File: src/rtl/uart_word_streamer.sv
//------------------------------------------------------------------------------
// Module   : uart_word_streamer
// Purpose  : Reads 32-bit words from block RAM and streams them as bytes to a
//            UART transmitter. Define UART_STREAM_CHECKSUM_EN for a trailing
//            two's-complement checksum byte.
// Revision : 1.0 - initial release
//------------------------------------------------------------------------------
`timescale 1ns/1ps
`default_nettype none

module uart_word_streamer #(
    parameter int LSB_FIRST = 1
) (
    input  logic        clk,
    input  logic        rst_n,
    input  logic        start,
    input  logic [6:0]  base_addr,
    input  logic [7:0]  word_count,
    output logic        busy,
    output logic        done,
    output logic        read_en,
    output logic [6:0]  raddr,
    input  logic [31:0] rdata,
    output logic [7:0]  tx_data,
    output logic        tx_valid,
    input  logic        tx_ready
);

    typedef enum logic [2:0] {
        S_IDLE  = 3'd0,
        S_FETCH = 3'd1,
        S_LOAD  = 3'd2,
        S_SEND  = 3'd3,
`ifdef UART_STREAM_CHECKSUM_EN
        S_CSUM  = 3'd4,
`endif
        S_DONE  = 3'd5
    } state_t;

    localparam logic [7:0] C_MAX_WORDS = 8'd128;
`ifdef UART_STREAM_CHECKSUM_EN
    localparam state_t C_END_STATE = S_CSUM;
`else
    localparam state_t C_END_STATE = S_DONE;
`endif

    state_t      r_state;
    state_t      w_next;
    logic [6:0]  r_addr;
    logic [7:0]  r_remaining;
    logic [31:0] r_word;
    logic [1:0]  r_idx;
    logic [7:0]  w_count;
    logic [1:0]  w_sel;
    logic [7:0]  w_byte;
    logic        w_accept;
    logic        w_in_csum;

    assign w_count  = (word_count > C_MAX_WORDS) ? C_MAX_WORDS : word_count;
    // MSB-first order is simply the reversed byte index
    assign w_sel    = (LSB_FIRST != 0) ? r_idx : ~r_idx;
    assign w_byte   = r_word[{w_sel, 3'b000} +: 8];
    assign w_accept = tx_valid && tx_ready;

`ifdef UART_STREAM_CHECKSUM_EN
    logic [7:0] r_csum;

    always_ff @(posedge clk) begin
        if (!rst_n) begin
            r_csum <= 8'd0;
        end else if (r_state == S_IDLE && start) begin
            r_csum <= 8'd0;
        end else if (r_state == S_SEND && w_accept) begin
            r_csum <= r_csum + w_byte;
        end
    end

    assign w_in_csum = (r_state == S_CSUM);
    assign tx_data   = w_in_csum ? (8'd0 - r_csum) : w_byte;
`else
    assign w_in_csum = 1'b0;
    assign tx_data   = w_byte;
`endif

    assign busy     = (r_state != S_IDLE);
    assign done     = (r_state == S_DONE);
    assign read_en  = (r_state == S_FETCH);
    assign raddr    = r_addr;
    assign tx_valid = (r_state == S_SEND) || w_in_csum;

    always_ff @(posedge clk) begin
        if (!rst_n) begin
            r_state <= S_IDLE;
        end else begin
            r_state <= w_next;
        end
    end

    always_comb begin
        w_next = r_state;
        case (r_state)
            S_IDLE:  if (start) w_next = (w_count != 8'd0) ? S_FETCH : C_END_STATE;
            S_FETCH: w_next = S_LOAD;
            S_LOAD:  w_next = S_SEND;
            S_SEND: begin
                if (w_accept && r_idx == 2'd3) begin
                    w_next = (r_remaining != 8'd0) ? S_FETCH : C_END_STATE;
                end
            end
`ifdef UART_STREAM_CHECKSUM_EN
            S_CSUM:  if (w_accept) w_next = S_DONE;
`endif
            S_DONE:  w_next = S_IDLE;
            default: w_next = S_IDLE;
        endcase
    end

    always_ff @(posedge clk) begin
        if (!rst_n) begin
            r_addr      <= 7'd0;
            r_remaining <= 8'd0;
            r_word      <= 32'd0;
            r_idx       <= 2'd0;
        end else begin
            case (r_state)
                S_IDLE: begin
                    if (start) begin
                        r_addr      <= base_addr;
                        r_remaining <= w_count;
                    end
                end
                S_LOAD: begin
                    r_word      <= rdata;
                    r_idx       <= 2'd0;
                    r_addr      <= r_addr + 7'd1;
                    r_remaining <= r_remaining - 8'd1;
                end
                S_SEND: if (w_accept) r_idx <= r_idx + 2'd1;
                default: ;
            endcase
        end
    end

endmodule

`default_nettype wire

File: config.mk
export PLATFORM = sky130hd
export DESIGN_NAME = uart_word_streamer
export DESIGN_NICKNAME = d
export VERILOG_FILES = /design/src/rtl/uart_word_streamer.sv
export SDC_FILE = /design/constraint.sdc
export NUM_CORES = 1
export LEC_CHECK = 0
export CAP_MARGIN = 10
export CORE_MARGIN = 10
export CORE_UTILIZATION = 48
export CTS_CLUSTER_DIAMETER = 30
export DETAILED_ROUTE_END_ITERATION = 8
export PLACE_DENSITY = 0.81
export SETUP_SLACK_MARGIN = 0.15
export SYNTH_ARGS = -nofsm -noshare
export SYNTH_HDL_FRONTEND = slang
export SYNTH_SLANG_ARGS = --single-unit
File: constraint.sdc
create_clock -name clk -period 1.6 [get_ports clk]
set_input_delay 0.32 -clock clk [delete_from_list [all_inputs] [get_ports clk]]
set_output_delay 0.32 -clock clk [all_outputs]
set_load 0.05 [all_outputs]
==> flow_metrics.tcl <==
set metrics [dict create \
    irDropWorstVdd_mv 0.511 \
    cp_max_fo 5 \
    viasPerCell 5.89 \
    rows 26 \
    max_freq_ghz 0.545 \
    maxSlewViolCount 0 \
    dp_hpwl_um 5520 \
    synth_area_leader_cell "dfxtp_1" \
    gp_congestion 0.913 \
    yosys.area.top_type_share 0.412 \
    relSlewSlack 0.723 \
    crit_type "reg2out" \
    reg2reg_from "r_state[1]" \
    drc 0 \
    dieArea_mm2 0.00856 \
    whs_path_depth 2 \
    cts_hold_buf 0 \
    avgSynthCellArea_um2 8.51 \
    yosysSeqAreaShare 0.412 \
    final.period_utilization 1.15 \
    insertion_delay_ps 300 \
    clockBufferDepth 2 \
    ant_nets 0 \
    required_ps 1280 \
    hold_viol_final 0 \
    violations "negative setup slack" \
    grt_antenna_before_repair 0 \
    cts_tree "built" \
    globalRoute.totalOverflow 0 \
    reg2reg_to "r_remaining[1]" \
    cts_root_buf "clkbuf_8" \
    ys.flop_type "dfxtp_1" \
    hp-start "r_word[19]" \
    vias 2772 \
    synth.most_common_cell "nand2_1" \
    drt_iter0_markers 215 \
    path_clk_slew_ps 90 \
    htree_levels 2 \
    syn-instance-count 297 \
    async_reset_ff_frac 0 \
    dpl_cell_area_mm2 0.00360 \
    grt_util_all_layers 0.177 \
    ios 70 \
    fin_nets 455 \
    synth_nets 351 \
    status "finished, violations left" \
    dr.pass1.iters 4 \
    grt_setup_unrepaired "true" \
    die_height_um 92.5 \
    fp.coreArea_mm2 0.00511 \
    reg2reg_slack_ps 20 \
    grt_pass1_wl_um 12600 \
    setup_viol 9 \
    cts_buffers 5 \
    area.growth.synth_to_final_pct 62.6 \
    whs_ps 456 \
    wl_um 9230 \
    fin_area_mm2 0.00411 \
    synth.distinct_cells 52 \
    p_leak_uw 0.00157 \
    floorplan.initialDensity 0.495 \
    synthTopCellsByCount "nand2_1 (70), dfxtp_1 (52), a21oi_1 (44), buf_2 (10), clkbuf_1 (9)" \
    layout-drive-gt1-share 0.329 \
    tightest_slew_ps 415 \
    yosys_warnings 0 \
    hold_path_class "reg2reg" \
    period_needed_ps 1840 \
    netlist_area_mm2 0.00253 \
    maxCapViolCount 0 \
    clock_skew_ps 6.00 \
    setup_ws_ps -236 \
    die_x_um 92.5 \
    synth_edf_count 0 \
    clock-sinks 52 \
    grt_pass1_vias 2672 \
    antenna_cells 0 \
    worstHoldEndpoint "r_word[19]" \
    synth_seq_cells 52 \
    cp-end-kind "primary output" \
    routedWlPerCell_um 19.6 \
    critPathLaunchType "flop" \
    portBuffers 69 \
    power.density_mw_per_mm2 823 \
    arrival_ps 1520 \
    grt_start_max_net_pins 34 \
    synth_area_leaders "dfxtp_1 (41%), nand2_1 (10%), a21oi_1 (8.7%), mux4_2 (7.1%), buf_2 (2.0%)" \
    rr_worst_depth 7 \
]
-- report_power, final --
group | total [uW] | switching, uW | internal, uW
sequential | 1500 | 115 | 1390
clock | 723 | 426 | 297
combinational | 1150 | 568 | 584
total | 3380 | 1110 | 2270
-- final cells by class --
class / count / area (um2)
fillers: 301 / 1000
well taps: 70 / 87.6
clock buffers: 5 / 68.8
inverters: 5 / 22.5
flip-flops and latches: 52 / 1070
multi-input cells: 219 / 1570
repair buffers: 118 / 1280
clock inverters: 2 / 12.5
-- repair_timing --
action,in CTS,in global routing
pin swaps,9,10
gates resized for setup,53,35
buffers inserted,7,7
setup endpoints to repair,53,54
-- sequential cells by signal, indices dropped and copies added, names as in the netlist --
register and flops:
r_word 32, r_remaining 8, raddr 7, r_state 3
r_idx 2
-- worst max-delay path by stage --
| stage | cells after the start | endpoint | from |
|---|---|---|---|
| after floorplan | 3 | read_en | r_state[1] |
| after global placement | 5 | r_state[2] | word_count[1] |
| after detailed placement | 6 | r_remaining[6] | start |
| after CTS | 3 | tx_data[0] | r_idx[0] |
| after global routing | 3 | tx_data[5] | r_idx[0] |
| final | 3 | tx_data[2] | r_idx[0] |
-- critical path, stage by stage (launching register included) --
cell and delay (ps):
dfxtp_4 400, buf_12 130, mux4_2 510, buf_6 170
-- cell families after synthesis --
group	synth area share
AO/OA/AOI/OAI	0.201
flip-flops	0.412
AND/OR/NAND/NOR	0.242
buffers and inverters	0.0451
multiplexers	0.0713
adder cells (fa/ha/maj)	0.0149
XOR/XNOR	0.0139
-- stage by stage --
step,util,TNS (ps),worst slack (ps),std cells,power [uW]
floorplan,-,-14.0,-14.0,297,2000
global placement,0.705,-868,-160,450,2430
detailed placement,0.705,-2130,-237,450,2450
CTS,0.763,-1800,-227,464,3220
global route,0.804,-2280,-277,471,3510
finish,0.804,-1820,-236,471,3380
-- layout by cell type, fill, tap and decap left out, types with 6 or more instances in the layout --
master	count
dfxtp_1	42
dlygate4sd2_1	6
nand2_1	68
clkdlybuf4s50_1	44
mux4_2	8
a21oi_1	41
buf_12	14
buf_4	32
buf_6	17
-- per-layer routing --
metal | share of wire | vias to the layer above | routed length, um | GRT usage
met5 | 0 | - | 0 | 0
met4 | 0.044 | 0 | 407 | 0.0681
met3 | 0.067 | 37 | 617 | 0.0355
met2 | 0.52 | 150 | 4840 | 0.319
met1 | 0.36 | 1301 | 3360 | 0.199
li1 | - | 1284 | - | -
Power figures use the tool's default switching activity.
